===== src/rtl/gray_ptr_sync_if.sv =====
// gray_ptr_sync_if: pointer-sync bus; master drives flush/ptr_in/err_clr, slave returns synchronised pointer status
interface gray_ptr_sync_if #(parameter int ADDRBITS = 8);
  localparam int W = ADDRBITS + 1;
  logic flush;
  logic err_clr;
  logic [W-1:0] ptr_in;
  logic [W-1:0] sync_gray;
  logic [W-1:0] sync_bin;
  logic [W-1:0] advance;
  logic valid;
  logic err_multibit;
  modport master(output flush, err_clr, ptr_in,
                 input sync_gray, sync_bin, advance, valid, err_multibit);
  modport slave(input flush, err_clr, ptr_in,
                output sync_gray, sync_bin, advance, valid, err_multibit);
endinterface


===== src/rtl/gray_ptr_sync.sv =====
// gray_ptr_sync: Gray pointer CDC chain with registered binary decode, advance count, warm-up valid and sticky multi-bit error; ports clk_in, rst (sync active-low), bus (flush/ptr_in/err_clr in; sync_gray/sync_bin/advance/valid/err_multibit out)
module gray_ptr_sync #(
  parameter int ADDRBITS = 8,
  parameter int STAGES = 2,
  parameter bit ERR_CHECK = 1
) (
  input logic clk_in,
  input logic rst,
  gray_ptr_sync_if.slave bus
);
  localparam int W = ADDRBITS + 1;
  localparam int CW = $clog2(STAGES + 2);
  localparam logic [CW-1:0] WARM = CW'(STAGES + 1);
  logic [W-1:0] s [STAGES];
  logic [W-1:0] gray_q, bin_q, adv_q, bin_d, diff;
  logic [CW-1:0] warm;
  logic err_q, det;
  always_comb begin
    for (int i = 0; i < W; i++) bin_d[i] = ^(s[STAGES-1] >> i);
  end
  assign diff = s[STAGES-1] ^ gray_q;
  // x & (x-1) is nonzero exactly when more than one bit of x is set
  assign det = ERR_CHECK && (warm == WARM) && ((diff & (diff - 1'b1)) != '0);
  always_ff @(posedge clk_in) begin
    if (!rst || bus.flush) begin
      for (int k = 0; k < STAGES; k++) s[k] <= '0;
      gray_q <= '0;
      bin_q <= '0;
      adv_q <= '0;
      warm <= '0;
      err_q <= rst && err_q;
    end else begin
      s[0] <= bus.ptr_in;
      for (int k = 1; k < STAGES; k++) s[k] <= s[k-1];
      gray_q <= s[STAGES-1];
      bin_q <= bin_d;
      adv_q <= bin_d - bin_q;
      warm <= (warm == WARM) ? warm : warm + 1'b1;
      err_q <= det || (err_q && !bus.err_clr);
    end
  end
  assign bus.sync_gray = s[STAGES-1];
  assign bus.sync_bin = bin_q;
  assign bus.advance = adv_q;
  assign bus.valid = (warm == WARM);
  assign bus.err_multibit = ERR_CHECK && err_q;
endmodule

===== src/flat_wrapper.sv =====
// flat-port wrapper written by rule: the top's interface ports become plain ports
module gray_ptr_sync_flat 
#(
  parameter int ADDRBITS = 8,
  parameter int STAGES = 2,
  parameter bit ERR_CHECK = 1
)
  (clk_in, rst, bus_flush, bus_err_clr, bus_ptr_in, bus_sync_gray, bus_sync_bin, bus_advance, bus_valid, bus_err_multibit);
  gray_ptr_sync_if #(.ADDRBITS(ADDRBITS)) bus_i ();
  input logic clk_in;
  input logic rst;
  input wire logic [$bits(bus_i.flush)-1:0] bus_flush;
  input wire logic [$bits(bus_i.err_clr)-1:0] bus_err_clr;
  input wire logic [$bits(bus_i.ptr_in)-1:0] bus_ptr_in;
  output wire logic [$bits(bus_i.sync_gray)-1:0] bus_sync_gray;
  output wire logic [$bits(bus_i.sync_bin)-1:0] bus_sync_bin;
  output wire logic [$bits(bus_i.advance)-1:0] bus_advance;
  output wire logic [$bits(bus_i.valid)-1:0] bus_valid;
  output wire logic [$bits(bus_i.err_multibit)-1:0] bus_err_multibit;
  assign bus_i.flush = bus_flush;
  assign bus_i.err_clr = bus_err_clr;
  assign bus_i.ptr_in = bus_ptr_in;
  assign bus_sync_gray = bus_i.sync_gray;
  assign bus_sync_bin = bus_i.sync_bin;
  assign bus_advance = bus_i.advance;
  assign bus_valid = bus_i.valid;
  assign bus_err_multibit = bus_i.err_multibit;
  gray_ptr_sync #(.ADDRBITS(ADDRBITS), .STAGES(STAGES), .ERR_CHECK(ERR_CHECK)) u_core (.clk_in(clk_in), .rst(rst), .bus(bus_i));
endmodule

===== config.mk =====
export PLATFORM = sky130hd
export DESIGN_NAME = gray_ptr_sync_flat
export DESIGN_NICKNAME = d
export VERILOG_FILES = /design/src/rtl/gray_ptr_sync_if.sv /design/src/rtl/gray_ptr_sync.sv /design/src/flat_wrapper.sv
export SDC_FILE = /design/constraint.sdc
export NUM_CORES = 1
export LEC_CHECK = 0
export ABC_AREA = 1
export CAP_MARGIN = 30
export CORE_ASPECT_RATIO = 1.75
export CORE_MARGIN = 3
export CORE_UTILIZATION = 25
export DETAILED_ROUTE_END_ITERATION = 8
export SYNTH_ARGS = -nofsm -noshare
export SYNTH_HDL_FRONTEND = slang
export SYNTH_SLANG_ARGS = --single-unit
export TNS_END_PERCENT = 5

===== constraint.sdc =====
create_clock -name clk_in -period 6.2 [get_ports clk_in]
set_input_delay 0.62 -clock clk_in [delete_from_list [all_inputs] [get_ports clk_in]]
set_output_delay 0.62 -clock clk_in [all_outputs]
set_load 0.005 [all_outputs]

==> summary.md, run 1 <==
| Metric | Value |
|---|---|
| Portion of total power attributed to sequential cells | a little under half |
| Post-layout utilization of the core | between 30% and 40% |
| Worst endpoint data arrival time | approximately 3000 ps |
| Rows | 44 |
| Max Cap Viol | 0 |
| Top cell types by occurrence after synthesis | inv_1, nand2_1, dfxtp_1 |
| Ratio of total power to cell area | roughly 240 nW/um^2 |
| Number of design rule violations left after detail routing | 0 |
| Post-synth top area share | between 40 and 50% |
| Count of TritonRoute iterations in the first routing pass | 4 |
| Die footprint | ~10000 sq um |
| Avg Inst Size Synth | roughly 7.4 sq um |
| Instance area after placement | between 2000 and 3000 sq um |
| Maximum number of pins on one net before global-route repair | 41 |
| Number of buffers inserted by port buffering | 41 |
| Routed WL | between 4000 and 5000 um |
| CP required | between 6000 and 7000 ps |
| Synthesized instance count | 300 |
| Floorplan core area | about 8400 sq um |
| Kind of start point of the critical path | register |
| TritonCTS Buffers | 5 |
| Critical path capture point type | register |
| Final worst path period share | between 40% and 50% |
| Area Overhead vs Synth | 27.95% |
| Most common cell in the synthesized netlist | inv_1 |
| Peak supply drop | ~0.00012 V |
| Status | finished clean |
| Cell at the root of the clock tree | clkbuf_16 |
| ANT nets after route | 0 |
| Final count of pins violating max slew | 0 |
| GR Overflow Total | 0 |
| Worst setup skew after layout | between 3 and 4 ps |
| Via count | roughly 1700 |
| Post-synth EDFFs | 0 |
| Post-synth design cell area | between 2000 and 2500 sq um |
| Post-synth ARST share | 0% |
| Clk pwr share | slightly below 40% |
| Total nets after synthesis | 323 |
| Switching power summed over all nets | between 150 and 200 uW |
| Final Net Count | roughly 360 |
| Clock buffer depth | 2 |
| Clock Pin Slew Worst Setup and Hold Paths | 60 ps |
| Hold-fix buffer count after cts | 0 |
| IO Pins | 42 |
| Post-DP HPWL | 3207 um |
| Vias in the first global route | between 1500 and 2000 |
| Slew of the pin with the lowest slew margin | 426.3 ps |
| Setup fix buffers added after clock tree synthesis | 0 |
| Synth cell types | 22 |
| Min cycle time layout | approximately 2800 ps |
| Number of sinks on the clock net | 47 |
| Global-route wire length before repair | 6982 um |
| CTS tree | yes |
| Initial antenna violation count | 0 |
| Avg WL per Cell | about 9 um |
| Cell area after layout | 2824 sq um |
| Yosys warning total | 0 |
| Vertical die dimension | 130.3 um |
| Initial Utilization | about a quarter |
| Starting DRT DRC Count | 37 |
| RD Place Congestion | slightly above 0.7 |
| Antenna diode count | 0 |
| Unrepaired setup endpoints after global routing | false |
| Hold violation total from the final report | 0 |
| Layout cells sized above 1 | around 4.5% |
| CTS HTree Levels | 2 |
| Most frequently used flop master after synthesis | dfxtp_1 |
| Slack of the worst reg-to-reg path | 3370 ps |
| Worst-path fanout max | 4 |
| Synth top area cells | dfxtp_1, inv_1, nand2_1 |
| Comb pwr share | between 10% and 20% |
| Max Freq | 353.2 MHz |
| Static leakage | about 0.0013 uW |
| Slew HR | 71.58% |
| Final setup fails | 0 |
| Yosys top cell by area | dfxtp_1 |
| Class of the most critical setup path | reg -> reg |
| Per-cell via count in the routed design | between 3 and 4 |
| Hold Crit Class | reg -> reg |
| Die extent in x | around 77 um |
| Proportion of synthesized chip area in sequential cells | around 43% |
| Total negative slack for setup checks | 0 ps |
| Switching Fraction | 24.92% |
| Fill cells | about 910 |
| Internal power contribution | ~510 uW |
| Global-route total usage across every layer | roughly 8.7% |
| Seq cells post-synth | 47 |
| Post-cts repair resize count | 0 |
| Clock Latency Late Sink | roughly 290 ps |
-- placed cells by master, fill, tap and decap left out, drive strengths merged --
master,instances
buf,1
nand3,5
nor3,1
o211ai,1
nand4,1
xnor2,7
clkinv,1
xor2,10
nor2,46
ha,9
a31oi,2
inv,66
o21ai,10
nand2,62
a21oi,16
clkinvlp,2
fa,1
clkdlybuf4s50,41
clkbuf,5
o21bai,2
dfxtp,47
-- metal layers --
layer / vias to the layer above / GRT usage [%] / share of wire (%)
li1: 944 / - / -
met1: 745 / 8.347 / 38
met2: 29 / 17.06 / 56
met3: 9 / 2.417 / 4.7
met4: 0 / 3.878 / 1.9
met5: - / 0 / 0
-- through the flow --
step / cells / hold WS (ps) / power [uW] / setup slack, ps
after detailed placement: 443 / 399.5 / 426.2 / 3423
after global routing: 451 / 430.3 / 715.4 / 3125
final: 451 / 407.5 / 679.3 / 3369
after floorplan: 300 / 393.6 / 388.9 / 3698
after CTS: 451 / 410.1 / 690.0 / 3410
after global placement: 443 / 394.7 / 424.8 / 3517
-- power by group through the flow --
stage / Combinational [uW] / Clock, uW / Sequential [uW]
4_1_cts: 101 / 270 / 319
3_5_place_dp: 100 / 0 / 326
2_1_floorplan: 62.8 / 0 / 326
5_1_grt: 114 / 282 / 320
6_report: 99.0 / 262 / 319
3_3_place_gp: 99.0 / 0 / 326
-- final timing paths --
check / depth (start not counted) / to / from
max reg2reg: 16 / u_core.bus.advance[6] / u_core.s[0][17]
min: 2 / u_core.s[0][9] / u_core.s[0][0]
max: 16 / u_core.bus.advance[6] / u_core.s[0][17]
min reg2reg: 2 / u_core.s[0][9] / u_core.s[0][0]
-- kinds of logic after synthesis --
logic type | Yosys count | share of synthesized area [%]
AO/OA/AOI/OAI | 31 | 7.483
XOR/XNOR | 17 | 8.447
flip-flops | 47 | 42.63
buffers and inverters | 80 | 15.31
adder cells (fa/ha/maj) | 10 | 6.009
AND/OR/NAND/NOR | 115 | 20.12
-- area by class of cell --
type / instances / area, sq um / area share (%)
well taps: 115 / 143.9 / 5.095
clock inverters: 3 / 20.02 / 0.7089
inverters: 66 / 247.7 / 8.773
flip-flops and latches: 47 / 940.9 / 33.32
repair buffers: 42 / 417.9 / 14.80
clock buffers: 5 / 125.1 / 4.431
multi-input cells: 173 / 928.4 / 32.88
-- critical path, stage by stage, from the launching register on --
cell and delay, ps:
dfxtp_1 360, xnor2_2 350, xor2_2 260, inv_1 90, nand2_1 110, nand2_2 70
xor2_1 160, ha_1 220, fa_1 370, inv_1 90, nand3_1 60, nand2_1 130
nand2_1 60, nand2_1 70, a21oi_1 80, o21ai_0 180, a21oi_1 60
-- sequential cells by signal, summed over array words and instances, names as in the netlist --
signal                   flops
u_core.s                    18
u_core.bus.advance           9
u_core.gray_q                9
u_core.bus.sync_bin          8
u_core.warm                  2
u_core.bus.err_multibit      1
No activity file was read; power rests on OpenSTA's default activity.
==> run 2, diff against run 1 <==
==> constraint.sdc (replaced) <==
create_clock -name clk_in -period 2.8 [get_ports clk_in]
set_input_delay 0.28 -clock clk_in [delete_from_list [all_inputs] [get_ports clk_in]]
set_output_delay 0.28 -clock clk_in [all_outputs]
set_load 0.005 [all_outputs]
==> run 2 against run 1 <==
Largest power group unchanged. Highest routed layer unchanged. Largest cell class is now multi-input combinational cells. Via count rose by 2.5%. Utilization rose by 1.1 points. Flip-flop and latch count stayed put. Worst hold slack worse by 8.3 ps. Worst setup slack worse by 3100 ps. Clock power increased by 130%. Critical path depth unchanged. Die area stayed put. Clock skew is 0.87 ps higher. Routed wire length is 0.29% higher.
==> summary.md, run 2 (synthesis gave the netlist of run 1 again) <==
| Metric | Value |
|---|---|
| Avg WL per Cell | 9.123 um (-0.37%) |
| Floorplan core area | 8423 sq um (unchanged) |
| Clock Pin Slew Worst Setup and Hold Paths | 60 ps (about the same) |
| Worst-path fanout max | 4 (unchanged) |
| Static leakage | 0.001308 uW (+3.0%) |
| Area of the multi-input gates | 968.4 sq um (+4.3%) |
| Final worst path period share | 91.56% (+46 points) |
| Ratio of total power to cell area | 526.4 nW/um^2 (+120%) |
| Per-cell via count in the routed design | 3.899 (+1.8%) |
| Min cycle time layout | 2564 ps (-267.6 ps) |
| Die extent in x | 77.03 um (unchanged) |
| Worst path bufs/invs | 2 (unchanged) |
| Count of TritonRoute iterations in the first routing pass | 4 (unchanged) |
| Starting DRT DRC Count | 35 (-5.4%) |
| Status | finished clean |
| Global-route wire length before repair | 7003 um (+0.30%) |
| Most frequent cells in the layout | inv_1, nand2_1, nor2_1 |
| Number of flip-flops in the largest register | 18 (unchanged) |
| CTS tree | yes |
| Slew of the pin with the lowest slew margin | 619.4 ps (+193.1 ps) |
| Max Freq | 390.1 MHz (+10%) |
| Maximum number of pins on one net before global-route repair | 27 (-34%) |
| Clock Latency Late Sink | 290 ps (about the same) |
| Cell with the biggest individual delay on the critical path | dfxtp_2 |
| Met2 routed WL | 2354 um (+2.3%) |
| Cell area after layout | 2920 sq um (+3.4%) |
| Final setup fails | 0 (unchanged) |
| Fill cells | 892 (-1.5%) |
| Crit-path leading delay family | adder cells |
| Antenna diode count | 0 (unchanged) |
| Via count | 1770 (+2.5%) |
| Vertical die dimension | 130.3 um (unchanged) |
| Clock buffer depth | 2 (unchanged) |
| Most frequent cell on the critical path | nand2_1 |
| Final Net Count | 361 (+0.84%) |
| Cell at the root of the clock tree | clkbuf_16 |
| RD Place Congestion | 0.7350 (+1.3%) |
| Slew HR | 58.61% (-13 points) |
| Reg with most FFs | u_core.s |
| CTS HTree Levels | 2 (unchanged) |
| Met1 layer wirelength in the final routing | 1516 um (-2.6%) |
| TritonCTS Buffers | 5 (unchanged) |
| Routed WL | 4142 um (+0.29%) |
| Post-layout utilization of the core | 34.67% (+1.1 points) |
| Worst endpoint data arrival time | 2740 ps (-260 ps) |
| Final count of pins violating max slew | 0 (unchanged) |
| Initial Utilization | 26.20% (unchanged) |
| Global-route total usage across every layer | 8.749% (+0.048 points) |
| Number of design rule violations left after detail routing | 0 (unchanged) |
| ANT nets after route | 0 (unchanged) |
| Hold violation total from the final report | 0 (unchanged) |
| Vias in the first global route | 1632 (+1.4%) |
| IO Pins | 42 (unchanged) |
| Total area of sequential cells | 952.2 sq um (+1.2%) |
| Critical path capture point type | register |
| Area Overhead vs Synth | 32.31% |
| Met3 wire len | 192 um (-1.0%) |
| Post-DP HPWL | 3340 um (+4.2%) |
| Max Cap Viol | 0 (unchanged) |
| Pre-CTS WS | 81.53 ps (-3342 ps) |
| CP Cell Sequence | xnor2_4, xor2_2, buf_4, nand2_1, nand2_2, xor2_1, ha_1, fa_1, inv_1, nand3_1, nand2_2, nand2_1, nand2_1, a21oi_1, o21ai_0, a21oi_1 |
| Instance area after placement | 2706 sq um (+1.0%) |
| CP required | 2980 ps (-3390 ps) |
| Number of sinks on the clock net | 47 (unchanged) |
| Peak supply drop | 0.0002305 V (+96%) |
| Die footprint | 10040 sq um (unchanged) |
| GR Overflow Total | 0 (unchanged) |
| Kind of start point of the critical path | register |
| Number of buffers inserted by port buffering | 41 (unchanged) |
| Worst setup skew after layout | 4.558 ps (+0.8674 ps) |
| Layout cells sized above 1 | 7.670% (+3.2 points) |
| Initial antenna violation count | 0 (unchanged) |
| Hold Crit Class | reg -> reg |
| Top routing layer in use | met4 |
| Commonest non-fill, non-tap cell in the layout | inv_1 |
| Hold-fix buffer count after cts | 0 (unchanged) |
| Worst setup slack after layout | 236.4 ps (-3132 ps) |
| Class of the most critical setup path | reg -> reg |
| Rows | 44 (unchanged) |
| Critical Path Max Stage Delay | 360 ps (about the same) |
==> run 2: cell count changes in the layout (fill, tap and decap cells not counted), moves of 2 or more <==
cell / change
dfxtp_1: -5
dfxtp_2: +3
buf_4: +2
dfxtp_4: +2
==> run 2: worst paths after layout <==
check	from	to	slack, ps	cells after the start
hold / removal	u_core.s[0][5]	u_core.s[0][14]	400	2
hold reg to reg	u_core.s[0][5]	u_core.s[0][14]	400	2
setup reg to reg	u_core.s[0][16]	u_core.bus.advance[6]	240	16
setup / recovery	u_core.s[0][16]	u_core.bus.advance[6]	240	16
==> run 2: final cells by class <==
type / count / share of cell area, %
well taps: 115 / 4.927
flip-flops and latches: 47 / 32.60
multi-input cells: 173 / 33.16
inverters: 66 / 8.483
clock inverters: 2 / 0.5570
repair buffers: 45 / 15.51
clock buffers: 6 / 4.756
==> run 2: power breakdown <==
part           switching (uW)  internal [uW]
Clock                     249            356
Sequential               12.0            693
Combinational             115            112
Total                     376           1160
==> run 2: metrics by stage <==
step / instances / hold WS [ps] / total power (uW) / TNS, ps
after floorplan: 300 / 392.2 / 861.1 / 0
after global placement: 445 / 394.6 / 944.0 / 0
after detailed placement: 445 / 398.7 / 947.0 / 0
after CTS: 453 / 409.2 / 1556 / 0
after global routing: 454 / 420.3 / 1624 / -1.117
final: 454 / 399.2 / 1537 / 0
==> run 2: worst reg2reg max path, stage by stage, from the launching register on <==
cell and delay (ps):
dfxtp_2 360, xnor2_4 260, xor2_2 110, buf_4 140, nand2_1 90, nand2_2 80
xor2_1 160, ha_1 220, fa_1 360, inv_1 90, nand3_1 80, nand2_2 110
nand2_1 60, nand2_1 70, a21oi_1 70, o21ai_0 150, a21oi_1 50
==> run 2: what timing repair did <==
| item | 4_1_cts | 5_1_grt |
|---|---|---|
| endpoints found under the setup margin | 0 | 3 |
| resized for setup | 0 | 12 |
| setup buffers | 0 | 1 |
==> run 2: layer usage <==
layer / vias to the layer above / global-route usage [%]
li1: 954 / -
met1: 783 / 8.022
met2: 26 / 17.83
met3: 7 / 2.417
met4: 0 / 3.459
met5: - / 0
